==> config.mk <==
export PLATFORM = sky130hd
export DESIGN_NAME = jtag_dtm_param
export DESIGN_NICKNAME = d
export VERILOG_FILES = /design/src/rtl/jtag_dtm_param.sv
export SDC_FILE = /design/constraint.sdc
export NUM_CORES = 1
export LEC_CHECK = 0
export CORE_ASPECT_RATIO = 0.75
export CORE_UTILIZATION = 59
export CTS_BUF_LIST = sky130_fd_sc_hd__clkbuf_16
export DETAILED_ROUTE_END_ITERATION = 6
export GPL_TIMING_DRIVEN = 0
export PLACE_DENSITY = 0.88
export SLEW_MARGIN = 15
export SYNTH_ARGS = -nofsm -noshare
export SYNTH_HDL_FRONTEND = slang
export SYNTH_SLANG_ARGS = --single-unit
==> constraint.sdc <==
create_clock -name TCK -period 8.8 [get_ports TCK]
set_input_delay 0.88 -clock TCK [delete_from_list [all_inputs] [get_ports TCK]]
set_output_delay 0.88 -clock TCK [all_outputs]
set_load 0.01 [all_outputs]
==> src/rtl/jtag_dtm_param.sv <==
// JTAG debug transport module: IEEE 1149.1 TAP with IDCODE, DTMCS, DMI and BYPASS
// data registers, bridging DMI scans onto a valid/ready request/response bus.
module jtag_dtm_param #(
    parameter int          IR_WIDTH   = 5,
    parameter int          ABITS      = 7,
    parameter logic [31:0] IDCODE_VAL = 32'h0000_0001,
    parameter int          IDLE_HINT  = 5
) (
    input  logic             TCK,
    input  logic             TRST,
    input  logic             TMS,
    input  logic             TDI,
    output logic             TDO,
    output logic             dmi_req_valid,
    input  logic             dmi_req_ready,
    output logic [ABITS-1:0] dmi_req_addr,
    output logic [31:0]      dmi_req_data,
    output logic [1:0]       dmi_req_op,
    input  logic             dmi_resp_valid,
    output logic             dmi_resp_ready,
    input  logic [31:0]      dmi_resp_data,
    input  logic [1:0]       dmi_resp_op
);

    localparam int DRW = ABITS + 34;
    localparam int LW  = $clog2(DRW);

    localparam logic [31:0]         IDCODE_FIX = IDCODE_VAL | 32'h0000_0001;
    localparam logic [5:0]          ABITS6     = 6'(ABITS);
    localparam logic [2:0]          IDLE3      = 3'(IDLE_HINT);
    localparam logic [IR_WIDTH-1:0] IR_IDCODE  = IR_WIDTH'(5'h01);
    localparam logic [IR_WIDTH-1:0] IR_DTMCS   = IR_WIDTH'(5'h10);
    localparam logic [IR_WIDTH-1:0] IR_DMI     = IR_WIDTH'(5'h11);
    localparam logic [IR_WIDTH-1:0] IR_CAPTURE = IR_WIDTH'(2'b01);

    typedef enum logic [3:0] {
        TLR, RTI,
        SEL_DR, CAP_DR, SH_DR, EX1_DR, PA_DR, EX2_DR, UPD_DR,
        SEL_IR, CAP_IR, SH_IR, EX1_IR, PA_IR, EX2_IR, UPD_IR
    } tap_t;

    typedef enum logic [1:0] {DR_BYPASS, DR_IDCODE, DR_DTMCS, DR_DMI} dr_sel_t;

    tap_t                state, state_next;
    dr_sel_t             dr_sel;
    logic [IR_WIDTH-1:0] ir, ir_sh;
    logic [DRW-1:0]      dr_sh, dr_next, cap_val;
    logic [LW-1:0]       dr_msb;

    logic        outstanding, req_accepted;
    logic [1:0]  dmistat, dmistat_next, dmistat_base;
    logic [31:0] resp_data;

    logic upd_dtmcs, upd_dmi, cap_dmi;
    logic dmireset, hardreset, busy_evt, resp_hs, fail_evt, start;

    // TAP controller
    always_ff @(posedge TCK or posedge TRST) begin
        if (TRST) state <= TLR;
        else      state <= state_next;
    end

    always_comb begin
        state_next = state;
        case (state)
            TLR:    state_next = TMS ? TLR    : RTI;
            RTI:    state_next = TMS ? SEL_DR : RTI;
            SEL_DR: state_next = TMS ? SEL_IR : CAP_DR;
            CAP_DR: state_next = TMS ? EX1_DR : SH_DR;
            SH_DR:  state_next = TMS ? EX1_DR : SH_DR;
            EX1_DR: state_next = TMS ? UPD_DR : PA_DR;
            PA_DR:  state_next = TMS ? EX2_DR : PA_DR;
            EX2_DR: state_next = TMS ? UPD_DR : SH_DR;
            UPD_DR: state_next = TMS ? SEL_DR : RTI;
            SEL_IR: state_next = TMS ? TLR    : CAP_IR;
            CAP_IR: state_next = TMS ? EX1_IR : SH_IR;
            SH_IR:  state_next = TMS ? EX1_IR : SH_IR;
            EX1_IR: state_next = TMS ? UPD_IR : PA_IR;
            PA_IR:  state_next = TMS ? EX2_IR : PA_IR;
            EX2_IR: state_next = TMS ? UPD_IR : SH_IR;
            UPD_IR: state_next = TMS ? SEL_DR : RTI;
            default: state_next = TLR;
        endcase
    end

    // Instruction register
    always_ff @(posedge TCK or posedge TRST) begin
        if (TRST) begin
            ir    <= IR_IDCODE;
            ir_sh <= '0;
        end else begin
            if (state == TLR)    ir <= IR_IDCODE;
            if (state == UPD_IR) ir <= ir_sh;
            if (state == CAP_IR) ir_sh <= IR_CAPTURE;
            else if (state == SH_IR) ir_sh <= {TDI, ir_sh[IR_WIDTH-1:1]};
        end
    end

    always_comb begin
        dr_sel = DR_BYPASS;
        dr_msb = '0;
        if (ir == IR_IDCODE) begin
            dr_sel = DR_IDCODE;
            dr_msb = LW'(31);
        end else if (ir == IR_DTMCS) begin
            dr_sel = DR_DTMCS;
            dr_msb = LW'(31);
        end else if (ir == IR_DMI) begin
            dr_sel = DR_DMI;
            dr_msb = LW'(DRW - 1);
        end
    end

    // Capture values; a DMI capture during an outstanding request reports busy
    always_comb begin
        cap_val = '0;
        case (dr_sel)
            DR_IDCODE: cap_val = DRW'(IDCODE_FIX);
            DR_DTMCS:  cap_val = DRW'({14'b0, 1'b0, 1'b0, 1'b0, IDLE3, dmistat, ABITS6, 4'd1});
            DR_DMI:    cap_val = {dmi_req_addr, resp_data, (outstanding ? 2'd3 : dmistat)};
            default:   cap_val = '0;
        endcase
    end

    always_comb begin
        dr_next         = dr_sh >> 1;
        dr_next[dr_msb] = TDI;
    end

    always_ff @(posedge TCK or posedge TRST) begin
        if (TRST)                 dr_sh <= '0;
        else if (state == CAP_DR) dr_sh <= cap_val;
        else if (state == SH_DR)  dr_sh <= dr_next;
    end

    always_ff @(negedge TCK or posedge TRST) begin
        if (TRST)                 TDO <= 1'b0;
        else if (state == SH_DR)  TDO <= dr_sh[0];
        else if (state == SH_IR)  TDO <= ir_sh[0];
        else                      TDO <= 1'b0;
    end

    // DMI bridge events
    assign upd_dtmcs = (state == UPD_DR) && (dr_sel == DR_DTMCS);
    assign upd_dmi   = (state == UPD_DR) && (dr_sel == DR_DMI);
    assign cap_dmi   = (state == CAP_DR) && (dr_sel == DR_DMI);
    assign dmireset  = upd_dtmcs && dr_sh[16];
    assign hardreset = upd_dtmcs && dr_sh[17];
    assign busy_evt  = outstanding && (cap_dmi || upd_dmi);
    assign resp_hs   = dmi_resp_valid && dmi_resp_ready && !hardreset;
    assign fail_evt  = resp_hs && (dmi_resp_op == 2'd2);
    assign start     = upd_dmi && !outstanding && (dmistat == 2'd0) &&
                       ((dr_sh[1:0] == 2'd1) || (dr_sh[1:0] == 2'd2));

    assign dmi_resp_ready = outstanding && req_accepted;

    // Sticky status: busy outranks failed, only a reset clears it
    always_comb begin
        dmistat_base = (dmireset || hardreset) ? 2'd0 : dmistat;
        dmistat_next = dmistat_base;
        if (busy_evt)                           dmistat_next = 2'd3;
        else if (fail_evt && dmistat_base != 2'd3) dmistat_next = 2'd2;
    end

    always_ff @(posedge TCK or posedge TRST) begin
        if (TRST) begin
            dmi_req_valid <= 1'b0;
            dmi_req_addr  <= '0;
            dmi_req_data  <= '0;
            dmi_req_op    <= '0;
            outstanding   <= 1'b0;
            req_accepted  <= 1'b0;
            dmistat       <= 2'd0;
            resp_data     <= '0;
        end else begin
            dmistat <= dmistat_next;
            if (hardreset) begin
                dmi_req_valid <= 1'b0;
                outstanding   <= 1'b0;
                req_accepted  <= 1'b0;
            end else begin
                if (start) begin
                    dmi_req_valid <= 1'b1;
                    dmi_req_addr  <= dr_sh[DRW-1:34];
                    dmi_req_data  <= dr_sh[33:2];
                    dmi_req_op    <= dr_sh[1:0];
                    outstanding   <= 1'b1;
                    req_accepted  <= 1'b0;
                end
                if (dmi_req_valid && dmi_req_ready) begin
                    dmi_req_valid <= 1'b0;
                    req_accepted  <= 1'b1;
                end
                if (resp_hs) begin
                    resp_data    <= dmi_resp_data;
                    outstanding  <= 1'b0;
                    req_accepted <= 1'b0;
                end
            end
        end
    end

endmodule

**Word-level counts from Yosys, hierarchy flattened**

Cells that the tools add are included.

- Register bits after elaboration: 134
- Logic and storage cells: 119

- Order comparisons: 2
- Equal/unequal tests: 25
- Mux-type cells: 44
- Bitwise gates (word level): 1
- Reduce and logical (&&, ||, !) cells: 34

Operators with widths:

| operator | count |
|---|---|
| one-hot mux 41 bit (3 select lines) | 1 |
| two-way mux 41 bit | 2 |
| one-hot mux 4 bit (12 select lines) | 1 |
| bitwise mux 41 bit | 1 |
| equality test 4 bit, second input constant | 8 |
| two-way mux 2 bit | 10 |
| two-way mux 5 bit | 4 |
| two-way mux 6 bit | 3 |
| equality test 4 x 3 -> 1 bit, second input constant | 4 |
| logical AND 1 bit | 16 |
| two-way mux 4 bit | 4 |
| two-way mux 1 bit | 15 |
| equality test 5 bit, second input constant | 2 |
| equality test 2 bit, second input constant | 4 |
| equality test 4 x 2 -> 1 bit, second input constant | 2 |
| less-than comparator 6 x 7 -> 1 bit, second input constant | 1 |
| demux 1 bit (select 6 bit) | 1 |
| greater-or-equal comparator 6 x 1 -> 1 bit, second input constant | 1 |
| two-way mux 3 bit | 2 |
| nonzero test 2 bit | 3 |
| nonzero test 3 bit | 2 |
| equality test 5 x 1 -> 1 bit, second input constant | 1 |
| equality test 2 x 1 -> 1 bit, second input constant | 2 |
| equality test 4 x 1 -> 1 bit, second input constant | 1 |
| other kinds (10) | 15 |

**Longest topological paths before layout**

Gate-level depths: netlist (run 1).

- Word-level depth: 13
- Mapped depth: 7
- Gate-level depth less buffers: 4

==> results of run 1 <==
==> report_power, final <==
group | switching, W | internal (W) | total (W)
logic | 0.000354 | 0.000202 | 0.000556
registers | 0.000108 | 0.000733 | 0.000842
clock network | 0.000255 | 0.000435 | 0.000690
==> metrics by stage <==
| step | worst slack, ns | utilization (%) |
|---|---|---|
| 3_5_place_dp | 2.63 | 72.0 |
| 5_1_grt | 2.18 | 77.8 |
| 2_1_floorplan | 0.0875 | - |
| 3_3_place_gp | -1.50 | 71.6 |
| 4_1_cts | 2.22 | 77.8 |
| 6_report | 2.23 | 77.8 |
==> final timing paths <==
check	depth (start not counted)	slack, ns	end
worst max-delay path	1	2.23	TDO
worst min-delay path	1	0.51	resp_data[7]
worst max register to register	4	2.79	TDO
worst min register to register	1	0.51	resp_data[7]
max in group asynchronous	2	3.28	TDO
min in group asynchronous	2	0.86	resp_data[1]
==> cells in the mapped netlist, types with 2 or more instances <==
| cell type | instances | area, sq um |
|---|---|---|
| a21oi_1 | 14 | 70.1 |
| a221o_1 | 2 | 20.0 |
| a31oi_1 | 33 | 206 |
| and2_1 | 2 | 12.5 |
| and3_1 | 2 | 12.5 |
| buf_1 | 4 | 15.0 |
| buf_2 | 8 | 40.0 |
| buf_6 | 7 | 78.8 |
| clkbuf_1 | 19 | 71.3 |
| dfrtp_1 | 132 | 3300 |
| inv_1 | 6 | 22.5 |
| mux2_2 | 43 | 484 |
| mux2_4 | 30 | 450 |
| mux2i_1 | 4 | 40.0 |
| nand2_1 | 56 | 210 |
| nand2b_1 | 3 | 18.8 |
| nand3_1 | 40 | 200 |
| nand4_1 | 2 | 12.5 |
| nor2_1 | 45 | 169 |
| nor3_1 | 4 | 20.0 |
| o211ai_1 | 5 | 37.5 |
| o21ai_0 | 17 | 85.1 |
| o22ai_1 | 9 | 56.3 |
| o41ai_1 | 2 | 17.5 |
| or3_1 | 2 | 12.5 |
| or4b_2 | 2 | 20.0 |
| xnor2_1 | 2 | 17.5 |
==> routing by layer <==
layer	vias to the layer above	share of wire, %	global-route usage, %	wire [microns]
met1	2355	43	40.4	6360
li1	2069	-	-	-
met5	-	0	0	0
met2	216	48	47.4	7070
met4	0	2.3	11.2	336
met3	42	7.4	8.29	1110
==> final cells by class <==
class	count	share of cell area, %
Inverter	6	0.364
Tap cell	132	2.18
Clock buffer	17	5.62
Buffer	39	2.81
Clock inverter	13	1.85
Multi-Input combinational cell	341	31.5
Timing Repair Buffer	84	11.3
Sequential cell	134	44.3
==> cell usage in the layout, fill, tap and decap left out, drive strengths merged, types with 6 or more instances in the layout <==
master	n
nand3	40
dfrtp	132
o21ai	17
buf	21
clkinv	8
clkdlybuf4s50	83
o22ai	9
clkbuf	36
a21oi	14
a31oi	33
mux2	73
inv	6
nand2	56
nor2	46
==> flip-flops by register name (all words and copies together) (netlist names) <==
| signal | count |
|---|---|
| dr_sh | 41 |
| dmi_req_data | 32 |
| resp_data | 32 |
| dmi_req_addr | 7 |
| ir | 5 |
| ir_sh | 5 |
| state | 4 |
| dmi_req_op | 2 |
| dmistat | 2 |
| TDO | 1 |
| dmi_req_valid | 1 |
| outstanding | 1 |
| req_accepted | 1 |
==> cells by family (layout without fill, tap and decap cells) <==
| group | after synthesis | after routing |
|---|---|---|
| AO/OA/AOI/OAI | 92 | 92 |
| XOR/XNOR | 3 | 3 |
| buffers and inverters | 45 | 159 |
| flip-flops | 134 | 134 |
| multiplexers | 77 | 77 |
| AND/OR/NAND/NOR | 169 | 169 |
==> impl_metrics.env, run 1 <==
export IMPL_status="completed"
export IMPL_drive_gt1_share_pct=19.7
export IMPL_num_fill_cells=613
export IMPL_core_sq_mm=0.00974
export IMPL_ys_async_sr_fraction_pct=100
export IMPL_multi_input_area_sq_mm=0.00239
export IMPL_yosys_warnings=0
export IMPL_reg2reg_from="state[1]"
export IMPL_clk_pin_slew_ns=0.05
export IMPL_drcViolationCount=0
export IMPL_fin_nets=663
export IMPL_vias_per_cell=6.11
export IMPL_cts_sinks=134
export IMPL_crit_fanout=1
export IMPL_grt_pass1_wl_microns=23700
export IMPL_start_util_pct=61.3
export IMPL_area_growth_pct=26.8
export IMPL_cts_resized_gates=0
export IMPL_io_pins=84
export IMPL_maxCapViolCount=0
export IMPL_leakage_nw=3.42
export IMPL_antenna_cells=0
export IMPL_cp_required_ns=7.92
export IMPL_dr_pass1_iters=5
export IMPL_critPathLaunchType="flip-flop"
export IMPL_yosys_area_share_adder_pct=0
export IMPL_cts_root_buf="clkbuf_16"
export IMPL_synth_top_family_by_area="multiplexers"
export IMPL_critical_path_cell_chain="clkdlybuf4s50_1"
export IMPL_fin_skew_ns=0.0265
export IMPL_slew_violations=0
export IMPL_syn_inst=520
export IMPL_synth_edf_count=0
export IMPL_crit_family="buffers and inverters"
export IMPL_power_density_mw_per_mm2=276
export IMPL_grt_start_max_net_pins=90
export IMPL_seqCellArea_sq_mm=0.00335
export IMPL_synth_top_flop_cell="dfrtp_1"
export IMPL_place_congestion=0.929
export IMPL_vias=4682
export IMPL_final_setup_tns_ns=0
export IMPL_postCtsSetupRepairBufs=0
export IMPL_hold_worst_slack_ns=0.507
export IMPL_postRouteAntennaNets=0
export IMPL_p_total_w=0.00209
export IMPL_min_from="resp_data[7]"
export IMPL_clock_path_buffers=2
export IMPL_wirelength_microns=14900
export IMPL_port_buffers=83
export IMPL_slowest_stage="clkdlybuf4s50_1"
export IMPL_path_buf_inv=1
export IMPL_grt_antenna_before_repair=0
export IMPL_htree_levels=4
export IMPL_final_cells=766
export IMPL_synth_nets=560
export IMPL_die_h_microns=89.1
export IMPL_numCtsBuffers=17
export IMPL_die_w_microns=118
export IMPL_rsz0062_at_grt="false"
export IMPL_syn_area_per_cell_sq_um=11.5
export IMPL_crit_path_end_kind="primary output"
export IMPL_post_route_cell_area_sq_mm=0.00757
export IMPL_synth_xor_area_share_pct=0.440
export IMPL_dp_cells=736
export IMPL_synth_area_sq_mm=0.00597
export IMPL_synthMuxAreaShare_pct=16.3
export IMPL_path_class="flip-flop to primary output"
export IMPL_synth_distinct_cells=52
export IMPL_grt_use_total_pct=30.0
export IMPL_yosysSeqAreaShare_pct=56.2
export IMPL_ys_seq_elements=134
export IMPL_worst_slew_pin_slew_ns=0.760
export IMPL_critPathLaunch="TDO"
export IMPL_cts_hold_buf=0
export IMPL_placed_area_sq_mm=0.00701
export IMPL_min_path_type="flip-flop to flip-flop"
export IMPL_grt_ovfl_total=0
export IMPL_worstSkewPairLatency_ns=0.42
export IMPL_cpPeakStageDelay_ns=0.52
export IMPL_avgRoutedWirePerCell_microns=19.4
export IMPL_arrival_ns=5.69
export IMPL_irDropWorstVdd_mv=0.165
export IMPL_first_global_vias=4698
export IMPL_hold_viol_final=0
export IMPL_setup_viol=0
export IMPL_die_area_sq_mm=0.0105
export IMPL_rows=31
export IMPL_dp_hpwl_microns=9760
export IMPL_cts_tree="done"
export IMPL_synth_compound_area_share_pct=9.70
export IMPL_relSlewSlack_pct=49.2
export IMPL_yosys_area_share_simple_pct=13.4
export IMPL_drt_iter0_drc=395
Power figures use the tool's default switching activity.
==> inputs of run 2 (changes only) <==
--- a/config.mk
+++ b/config.mk
@@ -6,11 +6,11 @@
 export NUM_CORES = 1
 export LEC_CHECK = 0
 export CORE_ASPECT_RATIO = 0.75
-export CORE_UTILIZATION = 59
+export CORE_UTILIZATION = 55
 export CTS_BUF_LIST = sky130_fd_sc_hd__clkbuf_16
 export DETAILED_ROUTE_END_ITERATION = 6
 export GPL_TIMING_DRIVEN = 0
-export PLACE_DENSITY = 0.88
+export PLACE_DENSITY = 0.83
 export SLEW_MARGIN = 15
 export SYNTH_ARGS = -nofsm -noshare
 export SYNTH_HDL_FRONTEND = slang
==> constraint.sdc (replaced) <==
create_clock -name TCK -period 6.7 [get_ports TCK]
set_input_delay 0.67 -clock TCK [delete_from_list [all_inputs] [get_ports TCK]]
set_output_delay 0.67 -clock TCK [all_outputs]
set_load 0.01 [all_outputs]
==> run 2 against run 1 <==
  * Combinational power rose by 33%
  * Hold slack got worse by 0.00071 ns
  * Global-route usage fell by 1.5 points
  * Critical path type unchanged
  * Non-clock buffer count rose by 2
  * First-iteration DRC count rose by 23%
==> impl_metrics.env, run 2 (synthesized netlist as in run 1, its figures left out) <==
export IMPL_slowest_stage="clkdlybuf4s50_1"
export IMPL_path_buf_inv=1
export IMPL_avgRoutedWirePerCell_microns=19.3
export IMPL_grt_antenna_before_repair=0
export IMPL_htree_levels=4
export IMPL_placed_area_sq_mm=0.00704
export IMPL_dr_pass1_iters=5
export IMPL_wirelength_microns=15000
export IMPL_relSlewSlack_pct=44.9
export IMPL_die_h_microns=92.2
export IMPL_min_path_type="flip-flop to flip-flop"
export IMPL_vias=4725
export IMPL_power_density_mw_per_mm2=368
export IMPL_rows=32
export IMPL_multi_input_area_sq_mm=0.00239
export IMPL_critical_path_cell_chain="clkdlybuf4s50_1"
export IMPL_vias_per_cell=6.10
export IMPL_arrival_ns=4.65
export IMPL_drt_iter0_drc=484
export IMPL_maxCapViolCount=0
export IMPL_cts_resized_gates=0
export IMPL_slew_violations=0
export IMPL_grt_use_total_pct=28.5
export IMPL_cpPeakStageDelay_ns=0.52
export IMPL_leakage_nw=3.45
export IMPL_hold_worst_slack_ns=0.506
export IMPL_place_congestion=0.921
export IMPL_dp_hpwl_microns=9950
export IMPL_seqCellArea_sq_mm=0.00335
export IMPL_die_w_microns=122
export IMPL_final_setup_tns_ns=0
export IMPL_r2r_slack_ns=1.75
export IMPL_rsz0062_at_grt="false"
export IMPL_worstSkewPairLatency_ns=0.42
export IMPL_crit_family="buffers and inverters"
export IMPL_fin_skew_ns=0.0299
export IMPL_first_global_vias=4704
export IMPL_worst_slew_pin_slew_ns=0.825
export IMPL_p_seq_share_pct=39.0
export IMPL_hold_viol_final=0
export IMPL_num_fill_cells=661
export IMPL_path_class="flip-flop to primary output"
export IMPL_setup_viol=0
export IMPL_crit_fanout=1
export IMPL_status="completed"
export IMPL_cts_sinks=134
export IMPL_antenna_cells=0
export IMPL_p_comb_share_pct=26.1
export IMPL_fin_nets=665
export IMPL_intPower_w=0.00185
export IMPL_die_area_sq_mm=0.0113
export IMPL_grt_pass1_wl_microns=23900
export IMPL_cts_root_buf="clkbuf_16"
export IMPL_postRouteAntennaNets=0
export IMPL_largest_reg_flops=41
export IMPL_critPathLaunchType="flip-flop"
export IMPL_crit_path_end_kind="primary output"
export IMPL_cts_hold_buf=0
export IMPL_core_sq_mm=0.0104
export IMPL_area_growth_pct=28.4
export IMPL_regMostFlops="dr_sh"
export IMPL_cts_tree="done"
export IMPL_cp_required_ns=6.03
export IMPL_drive_gt1_share_pct=20.5
export IMPL_postCtsSetupRepairBufs=0
export IMPL_clkPwrFrac_pct=34.9
export IMPL_drcViolationCount=0
export IMPL_start_util_pct=57.4
export IMPL_port_buffers=83
export IMPL_clk_pin_slew_ns=0.06
export IMPL_p_sw_w=0.000972
export IMPL_swShare_pct=34.4
export IMPL_io_pins=84
export IMPL_clock_path_buffers=2
export IMPL_final_cell_mix="132 x dfrtp_1, 83 x clkdlybuf4s50_1, 56 x nand2_1, 45 x nor2_1, 43 x mux2_2"
export IMPL_final_common_cell="dfrtp_1"
export IMPL_numCtsBuffers=17
export IMPL_reg_top3="dr_sh: 41 flops, dmi_req_data: 32 flops, resp_data: 32 flops"
export IMPL_post_route_cell_area_sq_mm=0.00767
export IMPL_grt_ovfl_total=0
export IMPL_irDropWorstVdd_mv=0.231
export IMPL_grt_start_max_net_pins=38
-- run 2: cell count changes in the layout (fill, tap and decap cells not counted) --
cell | before | now
clkinv_2 | 4 | 0
clkinv_1 | 4 | 1
buf_16 | 1 | 0
inv_6 | 1 | 3
clkinv_4 | 0 | 2
inv_1 | 5 | 6
bufinv_16 | 3 | 4
buf_12 | 0 | 3
clkinvlp_4 | 2 | 5
-- run 2: stage by stage --
step                      setup WS, ns  power, W  instances  util, %
after global placement          0.0430   0.00175        739     67.0
after global routing              1.34   0.00296        774     73.7
final                             1.38   0.00283        774     73.7
after detailed placement          1.78   0.00181        742     67.7
after floorplan                   1.12   0.00158        520        -
after CTS                         1.36   0.00282        774     73.7
-- run 2: routing by layer --
metal	routed length, microns	vias to the layer above	GRT usage, %
met3	1080	36	6.59
met5	0	-	0
met4	335	0	12.6
met1	6440	2364	39.5
met2	7110	245	42.9
li1	-	2080	-
-- run 2: final cells by class --
cell class | count | area share [%]
sequential | 134 | 43.7
multi-input combinational | 341 | 31.1
timing repair buffer | 86 | 11.6
clock buffer | 17 | 5.55
buffer | 39 | 2.77
clock inverter | 15 | 2.63
tap | 136 | 2.22
inverter | 6 | 0.343
-- run 2: power by group through the flow --
stage / combinational [W] / clock [W] / sequential, W
3_5_place_dp: 0.000707 / 0 / 0.00111
2_1_floorplan: 0.000521 / 0 / 0.00106
6_report: 0.000738 / 0.000986 / 0.00110
4_1_cts: 0.000726 / 0.000991 / 0.00110
3_3_place_gp: 0.000655 / 0 / 0.00110
5_1_grt: 0.000815 / 0.00103 / 0.00112
-- run 2: worst paths after layout --
kind                                from       endpoint  cells after the start
max                                  TDO            TDO                      1
min                        resp_data[31]  resp_data[31]                      1
max reg2reg                     state[3]            TDO                      4
min reg2reg                resp_data[31]  resp_data[31]                      1
max in group asynchronous           TRST            TDO                      2
min in group asynchronous           TRST          ir[1]                      2
==> patch 1: new RTL, flow settings as in run 2 <==
Make the reset (`TRST`) synchronous in 5 clocked blocks.
--- a/src/rtl/jtag_dtm_param.sv
+++ b/src/rtl/jtag_dtm_param.sv
@@ -56,5 +56,5 @@
 
     // TAP controller
-    always_ff @(posedge TCK or posedge TRST) begin
+    always_ff @(posedge TCK) begin
         if (TRST) state <= TLR;
         else      state <= state_next;
@@ -85,5 +85,5 @@
 
     // Instruction register
-    always_ff @(posedge TCK or posedge TRST) begin
+    always_ff @(posedge TCK) begin
         if (TRST) begin
             ir    <= IR_IDCODE;
@@ -128,5 +128,5 @@
     end
 
-    always_ff @(posedge TCK or posedge TRST) begin
+    always_ff @(posedge TCK) begin
         if (TRST)                 dr_sh <= '0;
         else if (state == CAP_DR) dr_sh <= cap_val;
@@ -134,5 +134,5 @@
     end
 
-    always_ff @(negedge TCK or posedge TRST) begin
+    always_ff @(negedge TCK) begin
         if (TRST)                 TDO <= 1'b0;
         else if (state == SH_DR)  TDO <= dr_sh[0];
@@ -163,5 +163,5 @@
     end
 
-    always_ff @(posedge TCK or posedge TRST) begin
+    always_ff @(posedge TCK) begin
         if (TRST) begin
             dmi_req_valid <= 1'b0;
Check against the original RTL: not checked (the comparison handles one clock edge and no latches or derived clocks); the edit may change what the design does.
==> patch 1 against run 2 <==
  * Synthesized area shrank 7.5%
  * Cell area shrank 8.2%
  * Sequential cell count is the same
  * Setup slack lost 0.11 ns
  * Sequential share of layout area shrank 5.6 points
  * Routed wire length grew 5.3%
  * Die area shrank 7.4%
  * Highest routed layer unchanged
  * First-iteration DRC count grew 9.1%
  * Clock skew shrank 0.0097 ns
  * Non-clock buffer count grew 18
  * Count of clock-buffer cells in the layout is the same
Power is not compared: it rests on default switching activity, and its combinational part moved more than twofold at a synthesized area within 25%.
==> patch 1: results (changes against run 2) <==
metric	value	unit	change
GRT met3 Usage	7.09	%	+0.50 points
worst hold stages	2		+1
Metal-1 WL	6710	um	+4.2%
post-synth net total	667		+19%
Hold Path Sink	dmi_req_data[30]		
met2 wire len	7250	um	+2.0%
clock skew	0.0202	ns	-0.00965 ns
placed cell area	0.00652	mm2	-7.4%
hold_sp	dmi_req_data[30]		
GRT Overall Usage	30.4	%	+1.9 points
Switching Fraction	23.1	%	
Slew Limit Headroom	57.2	%	+12 points
total gr overflow	0		unchanged
outcome	completed		
GR Util met1	38.8	%	-0.72 points
Pwr Total	1.75	mW	
grt met2 use	49.3	%	+6.4 points
Final GP Congestion	0.874		-5.1%
register area share after synthesis	48.6	%	-7.6 points
synth cell count leaders	dfxtp_1 (134), a21oi_1 (86), nor2_1 (81), nand3_1 (51), o21ai_0 (50)		
share of cells above drive strength 1	8.23	%	-12 points
drt total wl	15800	um	+5.3%
Setup crit start	TRST		
via count	5428		+15%
DPL Wire Length	10800	um	+8.4%
Reg-to-Reg Start	state[2]		
combinational power share	5.3	%	
CTS max path bufs	2		unchanged
Iteration-0 DRC Markers	528		+9.1%
global-route wire length before repair	24700	um	+3.0%
reg2reg end	TDO		
Via-to-Cell Ratio	6.22		+1.9%
placed cells	842		+13%
crit path DAT	2.38	ns	-2.27 ns
clk_lat worst skew	0.44	ns	+0.02 ns
register-to-register setup slack	1.83	ns	+0.08 ns
worst slack, placed	0.845	ns	-0.934 ns
number of flops mapped to enable cells by yosys	0		unchanged
Fin Hold WS	0.470	ns	-0.0361 ns
Syn Area/Cell	8.81	um2	-23%
critical path fanouts, max	10		+9
Post-synth ARST share	0	%	-100 points
Final #Nets	769		+16%
vias in the first global route	4979		+5.8%
largest net degree at the start of global routing	17		-55%
Setup crit end kind	flip-flop		
synth top area cells	dfxtp_1 (49%), a21oi_1 (7.8%), mux2i_1 (6.7%)		
routed wl met3	1420	um	+31%
[patch 1: cell count changes in the layout (fill, tap and decap cells not counted), moves of 16 or more]
cell      before  now
dfxtp_1        0  134
a31oi_1       33    1
mux2_2        43    0
clkbuf_1      19   35
nor2_1        45   81
dfrtp_1      132    0
a21oi_1       14   86
mux2_4        30    0
o21ai_0       17   50
nand2_1       56   20
o221ai_1       0   34
mux2i_1        4   37
[patch 1: critical path, cell delays in order]
cell             delay (ns)
clkdlybuf4s50_1        0.61
clkbuf_1               0.53
buf_1                  0.46
nor2_1                 0.12
[patch 1: kinds of logic (layout without fill, tap and decap cells)]
family,Yosys count,after routing,share of synthesized area (%)
compound gates,202,202,22.7
buf+inv,67,181,5.19
simple gates,185,185,16.5
flops,134,134,48.6
xor+xnor,2,2,0.317
mux,37,37,6.70
[patch 1: layout make-up]
type	instances	area, um2
timing repair buffer	83	831
multi-input combinational	426	2550
clock inverter	15	101
clock buffer	17	425
tap	132	165
buffer	60	260
fill	725	2650
inverter	6	22.5
sequential	134	2680
==> patch 2: new RTL, flow settings as in run 2 <==
Made on the original files. Set the parameter `IR_WIDTH` to 10 (it was 5).
--- a/src/rtl/jtag_dtm_param.sv
+++ b/src/rtl/jtag_dtm_param.sv
@@ -2,5 +2,5 @@
 // data registers, bridging DMI scans onto a valid/ready request/response bus.
 module jtag_dtm_param #(
-    parameter int          IR_WIDTH   = 5,
+    parameter int          IR_WIDTH   = 10,
     parameter int          ABITS      = 7,
     parameter logic [31:0] IDCODE_VAL = 32'h0000_0001,
Check against the original RTL: not checked (the comparison handles one clock edge and no latches or derived clocks); the edit may change what the design does.
==> patch 2 against run 2 <==
  * Cell area is 2.3% higher
  * Combinational power is 3.9% lower
  * Clock power fell by 3.9%
  * Setup slack got worse by 0.015 ns
  * Register-to-register slack worse by 0.11 ns
  * Synthesized area grew 3.1%
  * Non-clock buffer count is 1 lower
  * Global-route usage is 0.14 points lower
  * Total power decreased by 0.60%
  * Via count shrank 0.51%
  * Routed wire length rose by 2.5%
  * Cell count decreased by 1.3%
  * Sequential cell count increased by 10
  * Synthesized cell count shrank 2.9%
  * Critical path type unchanged
  * Largest power group unchanged
==> patch 2: results (changes against run 2) <==
metric	value	unit	change
hold_sp	dmi_req_data[16]		
Final GP Congestion	0.819		-11%
Iteration-0 DRC Markers	371		-23%
synth top area cells	dfrtp_1 (58%), mux2_2 (13%), a221oi_1 (4.4%)		
DPL Wire Length	10600	um	+6.7%
Hold Path Sink	dmi_req_data[16]		
Via-to-Cell Ratio	6.15		+0.79%
Lkg Pwr	3.54	nW	+2.8%
drt total wl	15300	um	+2.5%
post-synth net total	545		-2.7%
largest net degree at the start of global routing	39		+2.6%
global-route wire length before repair	24400	um	+1.8%
worst slack, placed	1.61	ns	-0.166 ns
Top Layer Used	met4		
Final #Nets	651		-2.1%
wire per inst	20.1	um	+3.8%
synth cell count leaders	dfrtp_1 (142), mux2_2 (70), nor2_1 (68), a221oi_1 (31), a21oi_1 (21)		
met2 wire len	7270	um	+2.2%
CP peak stage delay	0.54	ns	+0.02 ns
fillcell total	730		+10%
count of cell types in the netlist	59		+13%
Slew Limit Headroom	33.8	%	-11 points
register area share after synthesis	58.5	%	+2.4 points
routed wl met3	1120	um	+3.7%
reg2reg path depth	5		+1
Max IR drop VDD	0.232	mV	+0.52%
Metal-1 WL	6710	um	+4.2%
outcome	completed		
drt pass-1 iters	6		+1
vias in the first global route	4776		+1.5%
GRT Overall Usage	28.4	%	-0.14 points
## patch 2: worst max path at each step
stage          from  endpoint  slack [ns]  cells past startpoint
6_report        TDO       TDO        1.36                      1
3_3_place_gp   TRST       TDO       -0.12                      2
4_1_cts         TDO       TDO        1.36                      1
3_5_place_dp   TRST       TDO        1.61                      3
5_1_grt         TDO       TDO        1.34                      1
2_1_floorplan  TRST       TDO        0.99                      1
## patch 2: per-stage QoR
step | hold slack (ns) | std cells | setup TNS, ns | power, mW | cell area (um2)
finish | 0.509 | 764 | 0 | 2.81 | 7850
detailed placement | 0.497 | 732 | 0 | 1.84 | 7250
global route | 0.525 | 764 | 0 | 2.94 | 7850
floorplan | 0.459 | 505 | 0 | 1.61 | 6160
global placement | 0.484 | 728 | -0.117 | 1.78 | 7170
CTS | 0.509 | 764 | 0 | 2.80 | 7850
## patch 2: area by class of cell
class	instances	area share, %
Tap cell	140	2.23
Sequential cell	144	45.9
Clock buffer	17	5.42
Timing Repair Buffer	87	11.7
Multi-Input combinational cell	315	29.5
Clock inverter	15	2.14
Buffer	37	2.55
Inverter	9	0.478
## patch 2: per-layer routing
metal | up-vias | GRT usage, %
li1 | 2069 | -
met1 | 2393 | 39.0
met2 | 215 | 44.1
met3 | 24 | 6.34
met4 | 0 | 10.5
met5 | - | 0
## patch 2: kinds of logic (layout without fill, tap and decap cells)
logic type | Yosys count | count (layout) | share of synthesized area (%)
AO/OA/AOI/OAI | 111 | 111 | 13.2
flip-flops | 144 | 144 | 58.5
multiplexers | 78 | 78 | 14.2
AND/OR/NAND/NOR | 123 | 123 | 9.84
buffers and inverters | 46 | 165 | 3.80
XOR/XNOR | 3 | 3 | 0.427
## patch 2: power by group
part           internal [mW]  switching, mW
sequential              1.02          0.131
combinational          0.267          0.442
clock                  0.582          0.366
total                   1.87          0.939
